===== src/rtl/turn_scheduler.sv =====
// Turn scheduler for a two-player cat/dog throwing game.
// Gates the space key to the active player's power bar, samples the charged
// force after a settle delay, launches the projectile, applies hits and
// alternates turns until one player runs out of hit points.
module turn_scheduler #(
    parameter int unsigned HP_INIT        = 5,
    parameter int unsigned MIN_FORCE      = 1,
    parameter int unsigned SETTLE_CYCLES  = 4,
    parameter int unsigned FLIGHT_TIMEOUT = 390_000_000
) (
    input  logic       clk,
    input  logic       rst,
    input  logic       space_in,
    input  logic [9:0] force_cat,
    input  logic [9:0] force_dog,
    input  logic       throw_done,
    input  logic       hit,
    output logic       space_cat,
    output logic       space_dog,
    output logic       turn_dog,
    output logic       throw_start,
    output logic [9:0] throw_force_out,
    output logic [2:0] hp_cat,
    output logic [2:0] hp_dog,
    output logic       game_over,
    output logic       winner_dog
);

    typedef enum logic [2:0] {
        ST_ARM,
        ST_WAIT,
        ST_CHARGE,
        ST_SETTLE,
        ST_FLIGHT,
        ST_SWITCH,
        ST_OVER
    } state_t;

    localparam logic [2:0]  HP_RST      = 3'(HP_INIT);
    localparam logic [9:0]  FORCE_MIN   = 10'(MIN_FORCE);
    localparam logic [31:0] SETTLE_LAST = 32'(SETTLE_CYCLES - 1);
    localparam logic [31:0] FLIGHT_LAST = 32'(FLIGHT_TIMEOUT - 1);

    state_t      state_q, state_d;
    logic        turn_dog_q, turn_dog_d;
    logic [2:0]  hp_cat_q, hp_cat_d;
    logic [2:0]  hp_dog_q, hp_dog_d;
    logic [9:0]  force_out_q, force_out_d;
    logic        throw_start_q, throw_start_d;
    logic        space_cat_q, space_cat_d;
    logic        space_dog_q, space_dog_d;
    logic        game_over_q, game_over_d;
    logic        winner_dog_q, winner_dog_d;
    logic [31:0] cnt_q, cnt_d;
    logic        space_prev_q;
    logic [9:0]  active_force;

    assign active_force = turn_dog_q ? force_dog : force_cat;

    // State and registered-output flops, synchronous active-high reset.
    always_ff @(posedge clk) begin
        if (rst) begin
            state_q       <= ST_ARM;
            turn_dog_q    <= 1'b0;
            hp_cat_q      <= HP_RST;
            hp_dog_q      <= HP_RST;
            force_out_q   <= '0;
            throw_start_q <= 1'b0;
            space_cat_q   <= 1'b0;
            space_dog_q   <= 1'b0;
            game_over_q   <= 1'b0;
            winner_dog_q  <= 1'b0;
            cnt_q         <= '0;
            space_prev_q  <= 1'b0;
        end else begin
            state_q       <= state_d;
            turn_dog_q    <= turn_dog_d;
            hp_cat_q      <= hp_cat_d;
            hp_dog_q      <= hp_dog_d;
            force_out_q   <= force_out_d;
            throw_start_q <= throw_start_d;
            space_cat_q   <= space_cat_d;
            space_dog_q   <= space_dog_d;
            game_over_q   <= game_over_d;
            winner_dog_q  <= winner_dog_d;
            cnt_q         <= cnt_d;
            space_prev_q  <= space_in;
        end
    end

    // Next-state and next-output logic; gates and launch pulse default low.
    always_comb begin
        state_d       = state_q;
        turn_dog_d    = turn_dog_q;
        hp_cat_d      = hp_cat_q;
        hp_dog_d      = hp_dog_q;
        force_out_d   = force_out_q;
        throw_start_d = 1'b0;
        space_cat_d   = 1'b0;
        space_dog_d   = 1'b0;
        game_over_d   = game_over_q;
        winner_dog_d  = winner_dog_q;
        cnt_d         = cnt_q;

        case (state_q)
            ST_ARM: begin
                cnt_d = '0;
                if (!space_in) begin
                    state_d = ST_WAIT;
                end
            end
            ST_WAIT: begin
                if (space_in) begin
                    state_d     = ST_CHARGE;
                    space_cat_d = ~turn_dog_q;
                    space_dog_d = turn_dog_q;
                end
            end
            ST_CHARGE: begin
                if (!space_in) begin
                    state_d = ST_SETTLE;
                    cnt_d   = '0;
                end else begin
                    space_cat_d = ~turn_dog_q;
                    space_dog_d = turn_dog_q;
                end
            end
            ST_SETTLE: begin
                if (cnt_q == SETTLE_LAST) begin
                    cnt_d = '0;
                    // A foul leaves the previous launch force untouched so
                    // the engine never sees it change between launches.
                    if (active_force >= FORCE_MIN) begin
                        force_out_d   = active_force;
                        throw_start_d = 1'b1;
                        state_d       = ST_FLIGHT;
                    end else begin
                        state_d = ST_ARM;
                    end
                end else begin
                    cnt_d = cnt_q + 32'd1;
                end
            end
            ST_FLIGHT: begin
                // A real throw_done wins over a coinciding timeout.
                if (throw_done) begin
                    if (hit) begin
                        if (turn_dog_q) begin
                            if (hp_cat_q != 3'd0) hp_cat_d = hp_cat_q - 3'd1;
                        end else begin
                            if (hp_dog_q != 3'd0) hp_dog_d = hp_dog_q - 3'd1;
                        end
                    end
                    state_d = ST_SWITCH;
                end else if (cnt_q == FLIGHT_LAST) begin
                    state_d = ST_SWITCH;
                end else begin
                    cnt_d = cnt_q + 32'd1;
                end
            end
            ST_SWITCH: begin
                if (hp_cat_q == 3'd0 || hp_dog_q == 3'd0) begin
                    state_d      = ST_OVER;
                    game_over_d  = 1'b1;
                    winner_dog_d = (hp_cat_q == 3'd0);
                end else begin
                    turn_dog_d = ~turn_dog_q;
                    state_d    = ST_ARM;
                end
            end
            ST_OVER: begin
                if (space_in && !space_prev_q) begin
                    hp_cat_d     = HP_RST;
                    hp_dog_d     = HP_RST;
                    turn_dog_d   = 1'b0;
                    game_over_d  = 1'b0;
                    winner_dog_d = 1'b0;
                    state_d      = ST_ARM;
                end
            end
            default: begin
                state_d = ST_ARM;
            end
        endcase
    end

    assign space_cat       = space_cat_q;
    assign space_dog       = space_dog_q;
    assign turn_dog        = turn_dog_q;
    assign throw_start     = throw_start_q;
    assign throw_force_out = force_out_q;
    assign hp_cat          = hp_cat_q;
    assign hp_dog          = hp_dog_q;
    assign game_over       = game_over_q;
    assign winner_dog      = winner_dog_q;

endmodule

===== config.mk =====
export PLATFORM = sky130hd
export DESIGN_NAME = turn_scheduler
export DESIGN_NICKNAME = d
export VERILOG_FILES = /design/src/rtl/turn_scheduler.sv
export SDC_FILE = /design/constraint.sdc
export NUM_CORES = 1
export LEC_CHECK = 0
export CAP_MARGIN = 20
export CORE_UTILIZATION = 25
export CTS_CLUSTER_SIZE = 20
export DETAILED_ROUTE_END_ITERATION = 10
export MAX_ROUTING_LAYER = met4
export PLACE_DENSITY_LB_ADDON = 0.2
export SLEW_MARGIN = 20
export SYNTH_ARGS = -nofsm -noshare
export SYNTH_HDL_FRONTEND = slang
export SYNTH_SLANG_ARGS = --single-unit

===== constraint.sdc =====
create_clock -name clk -period 5.65 [get_ports clk]
set_input_delay 0.565 -clock clk [delete_from_list [all_inputs] [get_ports clk]]
set_output_delay 0.565 -clock clk [all_outputs]
set_load 0.05 [all_outputs]

-- Yosys cells after proc, flatten, opt, wreduce, memory -nomap -nowiden
Cells that the tools add are included.
- add/sub/neg operators: 3
- multiply operators: 0
- divide/modulo/power cells: 0
- $lt $le $gt $ge: 1
- equal/unequal tests: 24
- shift-type cells: 0
- mux-type cells: 35
- bitwise gates (word level): 5
- reductions and logical operators: 21
- operators with widths (cell ; number):
    $mux 32 ; 4
    $pmux 32 s4 ; 1
    $mux 3 ; 18
    $add 32x1->32 const B ; 1
    $eq 32x2->1 const B ; 1
    $eq 32x29->1 const B ; 1
    $ne 2x2->1 const B ; 15
    $pmux 3 s7 ; 1
    $reduce_and 6->1 ; 3
    $pmux 3 s2 ; 2
    $ge 10x1->1 const B ; 1
    $mux 10 ; 1
    $eq 3x3->1 const B ; 3
    $logic_not 3->1 ; 3
    $reduce_and 3->1 ; 3
    $eq 3x2->1 const B ; 2
    $pmux 1 s2 ; 3
    $reduce_bool 3->1 ; 2
    $reduce_or 3->1 ; 2
    $sub 3x1->3 const B ; 2
    $mux 1 ; 5
    $not 1->1 ; 5
    $reduce_and 4->1 ; 1
    $reduce_bool 2->1 ; 2
    7 further kinds ; 7
- register bits after elaboration: 58
- bits in latches: 0
- bits in writable memories: 0
- memory bits (read-only): 0
- bits of input ports: 25
- output and inout bits: 22
- logic and storage cells: 101
- memories kept: 0

-- Logic depth before layout (Yosys ltp)
Gate-level depths: netlist (run 1).
- depth after elaboration: 6
- gate-level depth with buffers: 8
- mapped depth without buffers: 7

-- Worst setup path before layout (run 1)
Ideal clock, no wire load.
- path type: reg-to-reg
- start point: register turn_dog_q, in the netlist turn_dog
- end point: register force_out_q[1], in the netlist throw_force_out[1]
- arrival time: 1.825 ns
- data required time: 5.508 ns
- path slack: 3.684 ns
- cell stages (with the launch flop): 8
- buffers on the path: 2
- clock period less this slack: 1.966 ns
- path through: dfxtp_1 -> clkbuf_1 -> nor4b_1 -> nand3_1 -> and3_1 -> clkbuf_1 -> a21oi_1 -> a311oi_1
- longest elaborated chain between the ends: 3
- ends and longest elaborated chain (item ; RTL line ; RTL):
    start, declared ; 45 ; logic turn_dog_q, turn_dog_d;
    start signal, assigned ; 77 ; turn_dog_q <= turn_dog_d;
    $mux 10 * ; 58 ; assign active_force = turn_dog_q ? force_dog : force_cat;
    $ge 10x1->1 ; 133 ; if (active_force >= FORCE_MIN) begin
    $reduce_and 3->1 (no source line) ; n/a ;
    end signal, assigned ; 80 ; force_out_q <= force_out_d;
    end, declared ; 48 ; logic [9:0] force_out_q, force_out_d;
Mark *: on every way between the ends. The rest lies on a longest branch, timed or not.
A chain may end at the register's enable or synchronous reset.

-- Worst setup path in the final report (run 1)
- start point: register cnt_q[0]
- end point: register force_out_q[3], in the netlist throw_force_out[3]
- longest elaborated chain between the ends: 2
- ends and longest elaborated chain (item ; RTL line ; RTL):
    start, declared ; 54 ; logic [31:0] cnt_q, cnt_d;
    start signal, assigned ; 86 ; cnt_q <= cnt_d;
    $eq 32x2->1 ; 129 ; if (cnt_q == SETTLE_LAST) begin
    $reduce_and 3->1 (no source line) ; n/a ;
No other way between the ends.

==> results.py, run 1 <==
metrics = {
    "synthesis": {
        "synth_edf_count": 0,
        "synth_common_cells": "dfxtp_1, a21oi_1, nand2_1",
        "async_flop_share": 0,
        "synth_nets": 438,
        "synthCells": 408,
        "synth_top_cell_by_area": "dfxtp_1",
        "synth_cell_types": 60,
        "ys_seq_elements": 58,
        "syn_area_sq_mm": 0.003458,
        "yosys_warnings": 0,
        "yosysMostFrequentCell": "dfxtp_1",
        "synth_top_area_share": 0.3357,
        "synth_top_flop_cell": "dfxtp_1",
        "avgSynthCellArea_sq_um": 8.476,
        "ys_seq_area_frac": 0.3357,
        "synth_area_leaders": "dfxtp_1, a21oi_1, o31ai_1, mux2i_1, or4_1",
    },
    "routing": {
        "drc": 0,
        "vias": 3331,
        "wl_per_cell_um": 15.25,
        "viasPerCell": 5.373,
        "drt.antenna.violating_nets": 0,
        "drt-initial-drc-count": 83,
        "totalWireLength_um": 9455,
        "first_pass_iters": 4,
    },
    "floorplanning": {
        "die_w_um": 119.6,
        "coreArea_sq_mm": 0.01335,
        "io_pins": 47,
        "die_y_um": 119.6,
        "num_rows": 42,
        "dieArea_sq_mm": 0.01431,
        "initial_core_util": 0.2591,
    },
    "worst_setup_path": {
        "setup.worst_path.class": "register to register",
        "endpoint_kind": "register",
        "cp-start-kind": "register",
        "rrSetupSlack_ns": 2.77,
        "cp_data_arrival_time_ns": 3.11,
        "r2r_end": "throw_force_out[3]",
        "cp.required_ns": 5.88,
        "rr_worst_depth": 6,
        "reg2reg_from": "cnt_q[0]",
        "worstPathMaxFanout": 21,
    },
    "sta": {
        "final.period_utilization": 0.5099,
        "slew_headroom": 0.3507,
        "hold_viol": 0,
        "clock_skew_ns": 0.01015,
        "fmax_mhz": 347.1,
        "hold_ws_ns": 0.4913,
        "worst_pin_slew_ns": 0.9667,
        "fin_crit_ns": 2.881,
        "final-max-slew-violation-count": 0,
        "rsz0062_at_grt": "no",
        "setup_viol": 0,
        "tns_ns": 0,
    },
    "placed_design": {
        "dp.cells": 605,
        "gp_congestion": 0.8145,
        "io_buffers": 46,
        "dp.final_hpwl_um": 6697,
        "placed_cell_area_sq_mm": 0.003979,
    },
    "clock_tree": {
        "clk_pin_slew_ns": 0.05,
        "post-cts-setup-buffers": 0,
        "cts_root_buf": "clkbuf_16",
        "cts_buffer_depth": 2,
        "cts_resized": 0,
        "holdBufCountCts": 0,
        "tritoncts": "yes",
        "cts_made_buffers": 9,
        "clkSinkCount": 58,
        "clock_latency_ns": 0.33,
        "cts-htree-levels": 3,
    },
    "layout": {
        "layout.cells.non_filler": 620,
        "syn2layout_area_growth_pct": 23.77,
        "nets": 470,
        "layout-drive-gt1-share": 0.07432,
        "diodes": 0,
        "stdcell_area_sq_mm": 0.004280,
    },
    "global_routing": {
        "use_met3": 0.02424,
        "grt-ovfl-total": 0,
        "grt_first_pass_wirelength_um": 15910,
        "grtUsageMet2": 0.2207,
        "grt_max_degree": 52,
        "use_met1": 0.1819,
        "grt_use_total": 0.1417,
        "grt.busiest_layer": "met2",
        "antenna_found_initial": 0,
        "grt_pass1_vias": 3232,
    },
    "power": {
        "power_density_mw_per_mm2": 251.3,
        "ir_worst_vdd_uv": 140.6,
        "power.total_mw": 1.076,
        "leakagePower_nw": 1.257,
    },
    "hold_path": {
        "hp-start": "game_over",
        "min_to": "game_over",
        "min_path_type": "register to register",
        "min_path_cells": 2,
    },
    "job": {
        "drv_cap": 0,
    },
    "outcome": {
        "outcome": "complete, no violations",
    },
}
==> where the power goes <==
group / switching, mW / internal [mW] / leakage [nW]
Combinational: 0.0502 / 0.0329 / 0.643
Clock: 0.190 / 0.383 / 0.147
Sequential: 0.00698 / 0.412 / 0.468
==> worst max-delay path by stage <==
| stage | start | to | slack, ns | cells past startpoint |
|---|---|---|---|---|
| 2_1_floorplan | turn_dog | throw_force_out[1] | 3.68 | 7 |
| 3_3_place_gp | space_in | cnt_q[21] | 2.81 | 6 |
| 3_5_place_dp | space_in | cnt_q[21] | 2.73 | 6 |
| 4_1_cts | cnt_q[0] | throw_force_out[3] | 2.81 | 6 |
| 5_1_grt | cnt_q[0] | throw_force_out[3] | 2.46 | 6 |
| 6_report | cnt_q[0] | throw_force_out[3] | 2.77 | 6 |
==> area by class of cell <==
class	count	area [sq um]
inverter	14	52.55
clock buffer	12	236.5
sequential	58	1161
fill	1460	9067
timing repair buffer	48	475.5
clock inverter	3	65.06
tap	176	220.2
multi-input combinational	309	2069
==> layer usage <==
layer | routed length (um) | part of all wire
met2 | 4289 | 0.45
met5 | 0 | 0
met4 | 194 | 0.021
met3 | 345 | 0.036
met1 | 4625 | 0.49
==> metrics by stage <==
stage	util	setup WS (ns)
floorplan	-	3.684
global placement	0.2981	2.813
detailed placement	0.2981	2.729
CTS	0.3207	2.808
global route	0.3207	2.456
finish	0.3207	2.769
==> placed cells by master, fill, tap and decap left out, types with 4 or more instances in the layout <==
cell type,Yosys,final
nor4_2,5,4
and2_1,4,4
nand4_1,15,15
nand2_1,25,25
mux2i_1,13,13
o31ai_1,19,19
clkdlybuf4s50_1,0,46
dfxtp_1,58,58
nor2b_1,5,5
or3_1,11,11
inv_1,13,13
nand3b_1,5,5
and3_1,6,6
or4_1,16,16
nor2_1,15,15
o211ai_1,15,15
clkbuf_16,0,9
a311oi_1,10,10
a21oi_1,47,47
nor3_1,10,10
nand3_1,16,16
nor4_1,12,12
ha_1,5,5
o21ai_0,17,17
==> critical path: stages, from the launching register on <==
cell,delay [ns]
dfxtp_1,0.40
ha_1,0.33
nor4b_1,0.31
nand4_1,0.34
nor4_4,0.95
a21oi_1,0.14
a311oi_1,0.31
==> kinds of logic (layout without fill, tap and decap cells) <==
kind of cell | count (synthesis) | in the layout | synth area share
buffers and inverters | 41 | 77 | 0.06838
xor gates and xnor gates | 2 | 2 | 0.005066
AOI/OAI and AO/OA | 124 | 124 | 0.2363
DFF | 58 | 58 | 0.3357
adders and majority gates | 5 | 5 | 0.01809
and+or+nand+nor | 165 | 165 | 0.2988
muxes | 13 | 13 | 0.03763
==> registers in the layout, indices dropped and copies added (netlist names) <==
register         flops
game_over            1
space_dog            1
state_q              3
space_cat            1
hp_dog               3
hp_cat               3
throw_force_out     10
throw_start          1
winner_dog           1
cnt_q               32
space_prev_q         1
turn_dog             1
Note: power is estimated with default switching activity, not from simulation.
==> run 2, diff against run 1 <==
- clock period: 5.65 -> 2.9 ns (I/O delays scaled with it)
==> run 2 against run 1 <==
- core utilization increased by 0.51 points
- global-route usage grew 0.99 points
- sequential power is 95% higher
- register-to-register slack worse by 2.2 ns
- via count rose by 2.1%
- clock skew decreased by 0.0020 ns
- final cell count rose by 1.1%
- critical endpoint is now cnt_q[12]
- largest power group unchanged
==> results.py, run 2 (synthesis results as in run 1) <==
metrics = {
    "sta": {
        "tns_ns": 0,
        "final-max-slew-violation-count": 0,
        "slew_headroom": 0.5603,
        "rsz0062_at_grt": "no",
        "setup_viol": 0,
        "worst_pin_slew_ns": 0.6595,
        "clock_skew_ns": 0.008185,
        "fin_crit_ns": 2.300,
        "fmax_mhz": 434.8,
        "hold_viol": 0,
        "final.period_utilization": 0.7930,
    },
    "routing": {
        "drt.antenna.violating_nets": 0,
        "drt-initial-drc-count": 197,
        "drc": 0,
        "totalWireLength_um": 9951,
        "viasPerCell": 5.426,
        "wl_per_cell_um": 15.87,
        "first_pass_iters": 4,
        "vias": 3402,
    },
    "worst_setup_path": {
        "cp_slowest_cell": "nor3_1",
        "endpoint_kind": "register",
        "cp-start-kind": "register",
        "cp_data_arrival_time_ns": 2.57,
        "cp_top_family": "simple AND/OR/NAND/NOR gates",
        "crit_path_max_incr_delay_ns": 0.56,
        "cp_num_buf_inv": 0,
        "rr_worst_depth": 6,
        "cp.depth": 6,
        "worstPathMaxFanout": 6,
        "cp.required_ns": 3.17,
        "crit_chain": "ha_1 > nand4_1 > nor3_1 > nand2_1 > or4_1 > a21oi_1",
        "setup.worst_path.class": "register to register",
    },
    "placed_design": {
        "dp.final_hpwl_um": 7082,
        "gp_congestion": 0.8674,
        "io_buffers": 46,
    },
    "clock_tree": {
        "clk_pin_slew_ns": 0.05,
        "cts_resized": 0,
        "cts_root_buf": "clkbuf_16",
        "holdBufCountCts": 0,
        "cts_buffer_depth": 2,
        "cts_made_buffers": 9,
        "tritoncts": "yes",
        "clock_latency_ns": 0.33,
        "cts-htree-levels": 3,
        "post-cts-setup-buffers": 0,
        "clkSinkCount": 58,
    },
    "floorplanning": {
        "die_w_um": 119.6,
        "num_rows": 42,
        "io_pins": 47,
        "coreArea_sq_mm": 0.01335,
        "die_y_um": 119.6,
        "initial_core_util": 0.2591,
        "dieArea_sq_mm": 0.01431,
    },
    "layout": {
        "final_common_cell": "dfxtp_1",
        "multi_input_area_sq_mm": 0.002069,
        "max_flop_register": "cnt_q",
        "largest_reg_flops": 32,
        "seq_area_sq_mm": 0.001161,
        "n_fill_cell": 1429,
        "layout-drive-gt1-share": 0.08869,
        "final_util": 0.3257,
        "syn2layout_area_growth_pct": 25.72,
        "diodes": 0,
        "layout_common_cells": "dfxtp_1, a21oi_1, clkdlybuf4s50_1",
        "nets": 476,
    },
    "hold_path": {
        "min_path_cells": 2,
        "min_path_type": "register to register",
    },
    "power": {
        "power_density_mw_per_mm2": 476.6,
        "leakagePower_nw": 1.298,
        "ir_worst_vdd_uv": 240.9,
    },
    "global_routing": {
        "grt_pass1_vias": 3308,
        "grt-ovfl-total": 0,
        "grt_max_degree": 52,
        "grt_use_total": 0.1517,
        "grt_first_pass_wirelength_um": 16890,
        "antenna_found_initial": 0,
    },
    "outcome": {
        "outcome": "complete, no violations",
    },
    "job": {
        "drv_cap": 0,
    },
}
## run 2: cell count changes in the layout (fill, tap and decap cells not counted)
cell       previous run  this run
buf_4                 2         6
buf_12                0         2
clkbuf_8              0         2
bufinv_16             2         1
## run 2: worst paths after layout
| check | from | end | slack (ns) |
|---|---|---|---|
| setup / recovery | cnt_q[0] | cnt_q[12] | 0.60 |
| hold / removal | game_over | game_over | 0.49 |
| setup reg to reg | cnt_q[0] | cnt_q[12] | 0.60 |
| hold reg to reg | game_over | game_over | 0.49 |
## run 2: metrics by stage
| stage | hold slack, ns | cells | power [mW] | setup WS [ns] | instance area [sq um] |
|---|---|---|---|---|---|
| 2_1_floorplan | 0.4184 | 408 | 0.9348 | 0.9335 | 3458 |
| 3_3_place_gp | 0.4772 | 611 | 1.006 | 0.4369 | 4049 |
| 3_5_place_dp | 0.4720 | 611 | 1.007 | 0.4178 | 4049 |
| 4_1_cts | 0.4916 | 627 | 2.104 | 0.5814 | 4348 |
| 5_1_grt | 0.5129 | 627 | 2.152 | 0.3565 | 4348 |
| 6_report | 0.4938 | 627 | 2.072 | 0.6002 | 4348 |
## run 2: layout make-up
cell class / instances / area share
timing repair buffer: 54 / 0.1255
clock inverter: 2 / 0.008058
sequential: 58 / 0.2670
tap: 176 / 0.05065
clock buffer: 14 / 0.06072
inverter: 14 / 0.01209
multi-input combinational: 309 / 0.4760
## run 2: layer usage
layer  global-route usage  share of wire  wire length [um]
met1               0.1942           0.48              4824
met2               0.2355           0.45              4466
met3              0.03184          0.046               459
met4              0.05391          0.020               199
met5                    -              0                 0
## run 2: worst min-delay path: stages, from the launching register on
cell	delay, ns
dfxtp_1	0.31
o21ai_0	0.07
a21oi_1	0.07
## run 2: power breakdown
group	total (mW)	switching (mW)	internal [mW]
clock network	1.08	0.371	0.711
registers	0.816	0.0127	0.804
logic	0.174	0.103	0.0702
total	2.07	0.488	1.58
